File: src/rtl/serial_magnitude_comparator_pkg.sv
// Shared types and reset values for the bit-serial magnitude comparator.
// The FSM state type and the output reset levels live here so the bench and RTL agree.
package serial_cmp_pkg;

  typedef enum logic [1:0] {
    IDLE = 2'd0,
    SCAN = 2'd1,
    DONE = 2'd2
  } cmp_state_t;

  localparam logic RST_O_GT = 1'b0;
  localparam logic RST_O_EQ = 1'b0;

endpackage

File: src/rtl/serial_magnitude_comparator_if.sv
// Request/result bundle of the bit-serial comparator.
// The master drives operands and start; the slave returns status and the result.
interface serial_magnitude_comparator_if #(
  parameter int WIDTH = 8
) ();

  logic             start;
  logic [WIDTH-1:0] x;
  logic [WIDTH-1:0] y;
  logic             in_gt;
  logic             in_eq;
  logic             busy;
  logic             done;
  logic             o_gt;
  logic             o_eq;

  modport master (
    output start, x, y, in_gt, in_eq,
    input  busy, done, o_gt, o_eq
  );

  modport slave (
    input  start, x, y, in_gt, in_eq,
    output busy, done, o_gt, o_eq
  );

endinterface

File: src/rtl/serial_magnitude_comparator_lsb_bit_update.sv
// One step of the LSB-first comparison: a differing bit pair overrides whatever
// the less significant bits decided, an equal pair leaves the accumulator alone.
module lsb_bit_update (
  input  logic xb,
  input  logic yb,
  input  logic gt_acc,
  input  logic eq_acc,
  output logic gt_next,
  output logic eq_next
);

  logic differ;

  assign differ  = xb ^ yb;
  assign gt_next = differ ? xb   : gt_acc;
  assign eq_next = differ ? 1'b0 : eq_acc;

endmodule

File: src/rtl/serial_magnitude_comparator.sv
// Bit-serial magnitude comparator: scans X and Y LSB-first over WIDTH cycles and
// qualifies the result with the cascade flags of the more significant slice.
module serial_magnitude_comparator
  import serial_cmp_pkg::*;
#(
  parameter int WIDTH = 8
) (
  input  logic                          clk,
  input  logic                          rst_n,
  serial_magnitude_comparator_if.slave  bus
);

  localparam int CNT_W = $clog2(WIDTH);

  cmp_state_t       state;
  cmp_state_t       state_next;
  logic [CNT_W-1:0] count;
  logic [WIDTH-1:0] sx;
  logic [WIDTH-1:0] sy;
  logic             f_gt;
  logic             f_eq;
  logic             gt_acc;
  logic             eq_acc;
  logic             gt_nxt;
  logic             eq_nxt;
  logic             o_gt_r;
  logic             o_eq_r;
  logic             load;
  logic             last;

  lsb_bit_update u_bit (
    .xb      (sx[0]),
    .yb      (sy[0]),
    .gt_acc  (gt_acc),
    .eq_acc  (eq_acc),
    .gt_next (gt_nxt),
    .eq_next (eq_nxt)
  );

  always_ff @(posedge clk or negedge rst_n) begin
    if (!rst_n) state <= IDLE;
    else        state <= state_next;
  end

  always_comb begin
    state_next = state;
    load       = 1'b0;
    case (state)
      IDLE: begin
        if (bus.start) begin
          load       = 1'b1;
          state_next = SCAN;
        end
      end
      SCAN: begin
        if (count == '0) state_next = DONE;
      end
      DONE: begin
        load       = bus.start;
        state_next = bus.start ? SCAN : IDLE;
      end
      default: state_next = IDLE;
    endcase
  end

  assign last = (state == SCAN) && (count == '0);

  // Operand shifters, accumulator and counter; the result commits on the final bit.
  always_ff @(posedge clk or negedge rst_n) begin
    if (!rst_n) begin
      sx     <= '0;
      sy     <= '0;
      f_gt   <= 1'b0;
      f_eq   <= 1'b0;
      gt_acc <= 1'b0;
      eq_acc <= 1'b0;
      count  <= '0;
      o_gt_r <= RST_O_GT;
      o_eq_r <= RST_O_EQ;
    end else if (load) begin
      sx     <= bus.x;
      sy     <= bus.y;
      f_gt   <= bus.in_gt;
      f_eq   <= bus.in_eq;
      gt_acc <= 1'b0;
      eq_acc <= 1'b1;
      count  <= CNT_W'(WIDTH - 1);
    end else if (state == SCAN) begin
      sx     <= sx >> 1;
      sy     <= sy >> 1;
      gt_acc <= gt_nxt;
      eq_acc <= eq_nxt;
      if (count != '0) count <= count - CNT_W'(1);
      if (last) begin
        // A non-equal upstream slice decides the result regardless of the operands.
        o_gt_r <= f_eq ? gt_nxt : f_gt;
        o_eq_r <= f_eq & eq_nxt;
      end
    end
  end

  assign bus.busy = (state == SCAN);
  assign bus.done = (state == DONE);
  assign bus.o_gt = o_gt_r;
  assign bus.o_eq = o_eq_r;

endmodule
File: src/flat_wrapper.sv
// flat-port wrapper written by rule: the top's interface ports become plain ports
module serial_magnitude_comparator_flat import serial_cmp_pkg::*;
#(
  parameter int WIDTH = 8
)
  (clk, rst_n, bus_start, bus_x, bus_y, bus_in_gt, bus_in_eq, bus_busy, bus_done, bus_o_gt, bus_o_eq);
  serial_magnitude_comparator_if #(.WIDTH(WIDTH)) bus_i ();
  input  logic clk;
  input  logic rst_n;
  input wire logic [$bits(bus_i.start)-1:0] bus_start;
  input wire logic [$bits(bus_i.x)-1:0] bus_x;
  input wire logic [$bits(bus_i.y)-1:0] bus_y;
  input wire logic [$bits(bus_i.in_gt)-1:0] bus_in_gt;
  input wire logic [$bits(bus_i.in_eq)-1:0] bus_in_eq;
  output wire logic [$bits(bus_i.busy)-1:0] bus_busy;
  output wire logic [$bits(bus_i.done)-1:0] bus_done;
  output wire logic [$bits(bus_i.o_gt)-1:0] bus_o_gt;
  output wire logic [$bits(bus_i.o_eq)-1:0] bus_o_eq;
  assign bus_i.start = bus_start;
  assign bus_i.x = bus_x;
  assign bus_i.y = bus_y;
  assign bus_i.in_gt = bus_in_gt;
  assign bus_i.in_eq = bus_in_eq;
  assign bus_busy = bus_i.busy;
  assign bus_done = bus_i.done;
  assign bus_o_gt = bus_i.o_gt;
  assign bus_o_eq = bus_i.o_eq;
  serial_magnitude_comparator #(.WIDTH(WIDTH)) u_core (.clk(clk), .rst_n(rst_n), .bus(bus_i));
endmodule
File: config.mk
export PLATFORM = sky130hd
export DESIGN_NAME = serial_magnitude_comparator_flat
export DESIGN_NICKNAME = d
export VERILOG_FILES = /design/src/rtl/serial_magnitude_comparator_pkg.sv /design/src/rtl/serial_magnitude_comparator_if.sv /design/src/rtl/serial_magnitude_comparator_lsb_bit_update.sv /design/src/rtl/serial_magnitude_comparator.sv /design/src/flat_wrapper.sv
export SDC_FILE = /design/constraint.sdc
export NUM_CORES = 1
export LEC_CHECK = 0
export BUFFER_PORTS_ARGS = -buffer_cell sky130_fd_sc_hd__buf_2
export CAP_MARGIN = 5
export CORE_AREA = 2 2 60 62
export CTS_CLUSTER_SIZE = 24
export DETAILED_ROUTE_END_ITERATION = 12
export DIE_AREA = 0 0 62 64
export GPL_ROUTABILITY_DRIVEN = 0
export PLACE_DENSITY = 0.54
export SYNTH_ARGS = -nofsm -noshare
export SYNTH_HDL_FRONTEND = slang
export SYNTH_SLANG_ARGS = --single-unit
File: constraint.sdc
create_clock -name clk -period 1.7 [get_ports clk]
set_input_delay 0.085 -clock clk [delete_from_list [all_inputs] [get_ports clk]]
set_output_delay 0.085 -clock clk [all_outputs]
set_load 0.1 [all_outputs]
Yosys cells after proc, flatten, opt, wreduce, memory -nomap -nowiden

Index checks and enable logic that the tools add are counted.

Logic and storage cells: 47
Flip-flop bits (word level): 27
Output and inout bits: 4
Input bits: 21

Bitwise gates (word level): 3
Equal/unequal tests: 4
Mux-type cells: 20
$add $sub $neg: 1
Reductions and logical operators: 9

Operator list:

| operator                                          | number |
|---|---|
| two-way mux 8 bit                                 | 4 |
| two-way mux 1 bit                                 | 9 |
| two-way mux 3 bit                                 | 3 |
| one-hot mux 2 bit (3 select lines)                | 1 |
| two-way mux 2 bit                                 | 2 |
| AND reduction 2 bit                               | 2 |
| nonzero test 2 bit                                | 2 |
| logical NOT 3 bit                                 | 1 |
| AND reduction 3 bit                               | 1 |
| nonzero test 3 bit                                | 1 |
| subtractor 3 x 1 -> 3 bit (second input constant) | 1 |
| == test 2 x 1 -> 1 bit (second input constant)    | 1 |
| == test 2 bit (second input constant)             | 1 |
| logical NOT 2 bit                                 | 1 |
| != test 2 x 1 -> 1 bit (second input constant)    | 1 |
| != test 2 bit (second input constant)             | 1 |
| one-hot mux 1 bit (2 select lines)                | 1 |
| bitwise AND 1 bit                                 | 1 |
| logical AND 1 bit                                 | 1 |
| inverter 1 bit                                    | 1 |
| XOR 1 bit                                         | 1 |

Depth between registers and ports, before layout

Gate-level depths: netlist of the first run.

Depth in word-level cells: 4
Gate-level depth with buffers: 6
Gate-level depth less buffers: 5

Cells and area by module

From an unflattened synthesis of the first run, not the netlist that was laid out.

Cells, all modules: 129
Area total of the unflattened synthesis: 1,228.7 um2

By module, submodules not included:

| module                      | times used | cells each | area each (um2) |
|---|---|---|---|
| serial_magnitude_comparator | 1          | 124        | 1,201.2 |
| lsb_bit_update              | 1          | 5          | 27.5 |

Least setup slack after synthesis of the first run

Ideal clock, no wire load.

Kind: register to output
Start: register u_core.state[0]
End: output port bus_done
Data required time: 1.615 ns
Data arrival time: 1.727 ns
Stages on the path, launching flop included: 2
Setup slack: -0.112 ns
Buffers on the path: 0
Path through: dfrtp_1 -> nor2b_1

Word-level cells in the longest chain between the ends: 1

RTL lines:

| item                   | RTL line                           | source |
|---|---|---|
| start, declared        | serial_magnitude_comparator.sv:15  | `cmp_state_t state;` |
| start signal, assigned | serial_magnitude_comparator.sv:42  | `else state <= state_next;` |
| == test 2 bit          | serial_magnitude_comparator.sv:103 | `assign bus.done = (state == DONE);` |
| end, declared          | flat_wrapper.sv:16                 | `output wire logic [$bits(bus_i.done)-1:0] bus_done;` |

Every way passes these cells.

Worst setup path after layout of the first run

Start: register u_core.count[0]
End: register u_core.o_eq_r, in the netlist u_core.bus.o_eq

Word-level cells in the longest chain between the ends: 3

RTL lines:

| item                                 | RTL line                          | source |
|---|---|---|
| start, declared                      | serial_magnitude_comparator.sv:17 | `logic [CNT_W-1:0] count;` |
| start signal, assigned               | serial_magnitude_comparator.sv:87 | `count <= CNT_W'(WIDTH - 1);` |
| start signal, assigned               | serial_magnitude_comparator.sv:93 | `if (count != '0) count <= count - CNT_W'(1);` |
| logical NOT 3 bit                    | serial_magnitude_comparator.sv:66 | `assign last = (state == SCAN) && (count == '0);` |
| logical AND 1 bit                    | serial_magnitude_comparator.sv:66 |  |
| AND reduction 3 bit (no source line) | n/a                               |  |
| end signal, assigned                 | serial_magnitude_comparator.sv:97 | `o_eq_r <= f_eq & eq_nxt;` |
| end, declared                        | serial_magnitude_comparator.sv:27 | `logic o_eq_r;` |

Every way passes these cells.
A chain may end at the register's enable or synchronous reset.

==> impl_metrics.ini, run 1 <==
[run_status]
outcome = finished, final reports clean

[logic_synthesis]
post_synth.cell_area_avg_um2 = 9.47
yosys-top-cells-area = dfrtp_1 55%, nand2_1 9.5%, a31oi_1 5.1%
ys_warn_count = 0
syn_area_mm2 = 0.00123
async_flop_share_pct = 100
yosysUniqueCellTypes = 29
synthFlopType = dfrtp_1
syn-instance-count = 130
synth_edf_count = 0
synth_top_area_share_pct = 54.9
synth-seq-cells = 27
synth_largest_area_cell = dfrtp_1
syn_nets = 153
synth_seq_area_share_pct = 54.9

[final_layout]
fin_nets = 188
num-fill-cells = 336
fin_util_pct = 46.6
drive_gt1_share_pct = 22.6
syn2layout_area_growth_pct = 24.4
fin_cells = 210
antenna_cells = 0
mostFrequentLayoutCell = nand2_1
most-common-layout-cells = 31 x nand2_1, 27 x dfrtp_1, 23 x buf_2

[clock_network]
cts_buffer_depth = 2
root_buffer = clkbuf_4
ctsHtreeMaxLevel = 1
cts.sinks = 27
cts_tree = built
post_cts_buffers = 0
clkLatencyLatePin_ps = 310
cts_buffers = 3
clkSlewWorstSetupHoldPaths_ps = 140
post_cts_resized = 0

[route]
avgRoutedWirePerCell_um = 11.6
drtPass1Iterations = 4
vias = 999
vias_per_cell = 4.76
drtAntennaViolNets = 0
drtIter0Drc = 38
drc_errors = 0
wl_um = 2430

[hold_path]
hold_path_class = in -> reg
min_path_cells = 3

[critical_path]
reg2reg_depth = 5
crit_path_max_fanout = 6
cp.arrival_ps = 1770
end_kind = register
crit_type = reg -> reg
start_kind = register
crit_required_ps = 1910
r2r_slack_ps = 140

[floorplan]
die_x_um = 62
io_pins = 25
rows = 21
design.die.area_mm2 = 0.00397
initial_utilization_pct = 37.5
die_height_um = 64
core-area_mm2 = 0.00328

[power_and_ir_drop]
leakage_nw = 0.740
ir_drop_mv = 0.928
sequentialPowerShare_pct = 41.2
switchingPower_mw = 1.17
sw_frac_of_total_pct = 43.1
clockPowerShare_pct = 9.8
intPower_mw = 1.54
pwr-share-comb_pct = 49.0
powerDensity_mw_per_mm2 = 1770

[timing]
setup_tns_ps = 0
fmax_mhz = 642
max-slew-margin-rel_pct = 61.0
rsz0062_at_grt = false
period_share_pct = 91.7
fin_ws_ps = 142
finalCriticalPeriod_ps = 1560
fin_skew_ps = 5.78
worst_pin_slew_ps = 586
hold_viol = 0
slew_viol_final = 0
finalSetupViolations = 0

[global_routing]
busiest_layer = met2
grt.met3_usage_pct = 2.43
grt_start_max_net_pins = 31
track_usage_pct = 14.1
grt_pass1_vias = 997
grt_pass1_wl_um = 4310
met1_usage_pct = 19.0
grt_use_met2_pct = 22.8
antenna_found_initial = 0
gr-total-overflow = 0

[job]
maxCapViolCount = 0

[placement]
pre_cts_slack_ps = 167
dp_hpwl_um = 1620
port_buffers = 24
dp_cells = 196
[cell families after synthesis]
kind of cell	synth area share, %
DFF	54.9
and+or+nand+nor	20.1
adders and majority gates	2.03
muxes	1.83
xor gates and xnor gates	0.712
buffers and inverters	5.49
AOI/OAI and AO/OA	14.9
[worst paths after layout]
kind                                      start              end
min in group asynchronous                 rst_n  u_core.bus.o_gt
worst max-delay path            u_core.count[0]  u_core.bus.o_eq
worst max register to register  u_core.count[0]  u_core.bus.o_eq
worst min register to register  u_core.bus.o_gt  u_core.bus.o_gt
max in group asynchronous                 rst_n     u_core.sy[3]
worst min-delay path                   bus_x[6]     u_core.sx[6]
[power groups by stage]
stage / Sequential (mW) / Combinational (mW) / Clock, mW
2_1_floorplan: 1.20 / 0.959 / 0
3_3_place_gp: 1.12 / 1.30 / 0
3_5_place_dp: 1.13 / 1.32 / 0
4_1_cts: 1.12 / 1.35 / 0.284
5_1_grt: 1.16 / 1.49 / 0.314
6_report: 1.12 / 1.33 / 0.264
[final cells by class]
| cell class | count | area [um2] | share of cell area (%) |
|---|---|---|---|
| clock buffers | 3 | 22.5 | 1.47 |
| repair buffers | 38 | 265 | 17.3 |
| clock inverters | 1 | 5.00 | 0.327 |
| well taps | 46 | 57.6 | 3.76 |
| flip-flops and latches | 27 | 676 | 44.1 |
| multi-input cells | 91 | 490 | 32.0 |
| inverters | 4 | 15.0 | 0.980 |
[cells in the mapped netlist, types with 2 or more instances]
master,number
a22oi_1,4
nand3_1,5
buf_6,2
nand2_1,31
dfrtp_1,27
buf_2,6
ha_1,2
mux2_2,2
inv_1,3
a31oi_1,10
nor2_1,13
o21ai_0,6
nor2b_1,2
nand2b_1,2
[registers in the layout (all words and copies together), names as in the netlist]
| name | cells |
|---|---|
| u_core.bus.o_eq | 1 |
| u_core.bus.o_gt | 1 |
| u_core.count | 3 |
| u_core.eq_acc | 1 |
| u_core.f_eq | 1 |
| u_core.f_gt | 1 |
| u_core.gt_acc | 1 |
| u_core.state | 2 |
| u_core.sx | 8 |
| u_core.sy | 8 |
[what timing repair did]
action,CTS,global route
hold buffers,9,1
endpoints found under the setup margin,0,0
hold endpoints to repair,35,1
[metal layers]
| metal | vias to the layer above | routed length, um | part of all wire, % |
|---|---|---|---|
| met3 | 2 | 84 | 3.5 |
| met1 | 472 | 1200 | 49 |
| met2 | 18 | 1130 | 47 |
| met4 | 0 | 16 | 0.66 |
| met5 | - | 0 | 0 |
| li1 | 507 | - | - |
[per-stage QoR]
step	hold WS [ps]	power [mW]	instance area [um2]
2_1_floorplan	-211	2.16	1230
3_3_place_gp	126	2.42	1400
3_5_place_dp	131	2.45	1400
4_1_cts	7.85	2.75	1520
5_1_grt	14.9	2.96	1530
6_report	23.1	2.71	1530
[critical path, cell delays in order (launching register included)]
cell	delay (ps)
dfrtp_1	420
inv_1	80
ha_1	170
nor2b_2	230
and2_1	210
mux2_2	350
Power figures use the tool's default switching activity.
==> run 2: changes to the inputs <==
--- a/config.mk
+++ b/config.mk
@@ -6,7 +6,7 @@
 export NUM_CORES = 1
 export LEC_CHECK = 0
 export BUFFER_PORTS_ARGS = -buffer_cell sky130_fd_sc_hd__buf_2
-export CAP_MARGIN = 5
+export CAP_MARGIN = 20
 export CORE_AREA = 2 2 60 62
 export CTS_CLUSTER_SIZE = 24
 export DETAILED_ROUTE_END_ITERATION = 12
==> constraint.sdc (replaced) <==
create_clock -name clk -period 1.6 [get_ports clk]
set_input_delay 0.08 -clock clk [delete_from_list [all_inputs] [get_ports clk]]
set_output_delay 0.08 -clock clk [all_outputs]
set_load 0.1 [all_outputs]
==> run 2 against run 1 <==
Net effect:
- via count increased by 5.1%
- clock power rose by 7.6%
- register-to-register slack about the same
- design area rose by 2.3%
- critical endpoint is now bus_busy
==> impl_metrics.ini, run 2 (synthesis results as in run 1) <==
[route]
avgRoutedWirePerCell_um = 12.1
drtAntennaViolNets = 0
drtIter0Drc = 43
vias_per_cell = 4.93
drtPass1Iterations = 4
vias = 1050
drc_errors = 0
wl_um = 2580

[critical_path]
r2r_slack_ps = 140
end_kind = output pin
crit_type = reg -> out
start_kind = register
crit_path_max_fanout = 11
crit_required_ps = 1520
r2r-end = u_core.bus.o_eq
reg2reg_depth = 5
cp.arrival_ps = 1420
worstReg2RegStart = u_core.count[0]

[clock_network]
clkSlewWorstSetupHoldPaths_ps = 140
clkLatencyLatePin_ps = 310
cts_buffer_depth = 2
ctsHtreeMaxLevel = 1
cts_tree = built
cts_buffers = 3
root_buffer = clkbuf_4
cts.sinks = 27

[placement]
port_buffers = 24
dp_hpwl_um = 1730

[power_and_ir_drop]
leakage_nw = 0.756
intPower_mw = 1.68
pwr-share-comb_pct = 49.9
powerDensity_mw_per_mm2 = 1880
ir_drop_mv = 1.09
clockPowerShare_pct = 9.6
switchingPower_mw = 1.27
sequentialPowerShare_pct = 40.5
sw_frac_of_total_pct = 43.0

[timing]
rsz0062_at_grt = false
finalCriticalPeriod_ps = 1500
fmax_mhz = 667
period_share_pct = 93.7
hold_ws_ps = 25.3
finalSetupViolations = 0
fin_skew_ps = 5.40
setup_tns_ps = 0
slew_viol_final = 0
worst_pin_slew_ps = 599
max-slew-margin-rel_pct = 60.0
hold_viol = 0

[final_layout]
mostFrequentLayoutCell = nand2_1
fin_nets = 191
antenna_cells = 0
syn2layout_area_growth_pct = 27.2
fin_util_pct = 47.7
most-common-layout-cells = 31 x nand2_1, 27 x dfrtp_1, 23 x buf_2
drive_gt1_share_pct = 23.4
largest_registers = u_core.sx: 8 flops, u_core.sy: 8 flops, u_core.count: 3 flops

[global_routing]
grt.met3_usage_pct = 3.04
gr-total-overflow = 0
grt_use_met2_pct = 23.7
grt_start_max_net_pins = 28
grt_pass1_wl_um = 4600
busiest_layer = met2
track_usage_pct = 15.2
met1_usage_pct = 21.0
antenna_found_initial = 0
grt_pass1_vias = 1063

[floorplan]
initial_utilization_pct = 37.5
io_pins = 25
die_height_um = 64
core-area_mm2 = 0.00328
rows = 21
design.die.area_mm2 = 0.00397
die_x_um = 62

[run_status]
outcome = finished, final reports clean

[hold_path]
hold_end = u_core.sy[5]
hold_start = bus_y[5]
min_path_cells = 3
hold_path_class = in -> reg

[job]
maxCapViolCount = 0
-- run 2: cell count changes in the layout (fill, tap and decap cells not counted), sizes merged --
cell and delta:
dlygate4sd3 +1, buf +2, clkbuf +1, clkinv -1
-- run 2: cell type report --
type / instances / area (um2)
inverter: 4 / 15.0
sequential: 27 / 676
timing repair buffer: 41 / 294
clock buffer: 4 / 26.3
multi-input combinational: 91 / 498
tap: 46 / 57.6
fill: 320 / 1720
-- run 2: worst max-delay path, stage by stage, from the launching register on --
cell	delay, ps
dfrtp_1	390
nand2b_1	160
inv_2	180
buf_6	190
buf_12	180
-- run 2: per-layer routing --
layer / wire [um] / share of wire, %
met2: 1230 / 48
met1: 1210 / 47
met5: 0 / 0
met3: 113 / 4.4
met4: 15 / 0.58
-- run 2: through the flow --
step	total power, mW	cells	cell area [um2]	setup WS [ps]
final	2.95	213	1570	100
after global routing	3.22	213	1570	0.501
after CTS	2.94	211	1540	31.9
after detailed placement	2.62	197	1410	69.0
after global placement	2.58	197	1410	158
after floorplan	2.29	130	1230	207
-- run 2: power by group through the flow --
| stage | clock network, mW | registers [mW] | logic [mW] |
|---|---|---|---|
| floorplan | 0 | 1.27 | 1.02 |
| global placement | 0 | 1.19 | 1.39 |
| detailed placement | 0 | 1.20 | 1.42 |
| CTS | 0.309 | 1.19 | 1.45 |
| global route | 0.339 | 1.23 | 1.65 |
| finish | 0.284 | 1.19 | 1.47 |
-- run 2: how the worst max path moves through the flow --
| stage | endpoint | slack, ps | cells past startpoint | from |
|---|---|---|---|---|
| floorplan | u_core.bus.o_eq | 210 | 5 | u_core.count[0] |
| global placement | u_core.bus.o_eq | 160 | 5 | u_core.count[0] |
| detailed placement | u_core.bus.o_gt | 70 | 5 | u_core.count[0] |
| CTS | u_core.bus.o_eq | 30 | 5 | u_core.count[0] |
| global route | bus_busy | 0.5 | 4 | u_core.state[1] |
| finish | bus_busy | 100 | 4 | u_core.state[1] |
-- run 2: what timing repair did --
| action | in CTS | in global routing |
|---|---|---|
| hold endpoints to repair | 36 | 1 |
| gates resized for setup | 0 | 3 |
| endpoints found under the setup margin | 0 | 3 |
| hold buffers | 10 | 1 |
| buffers inserted | 0 | 1 |
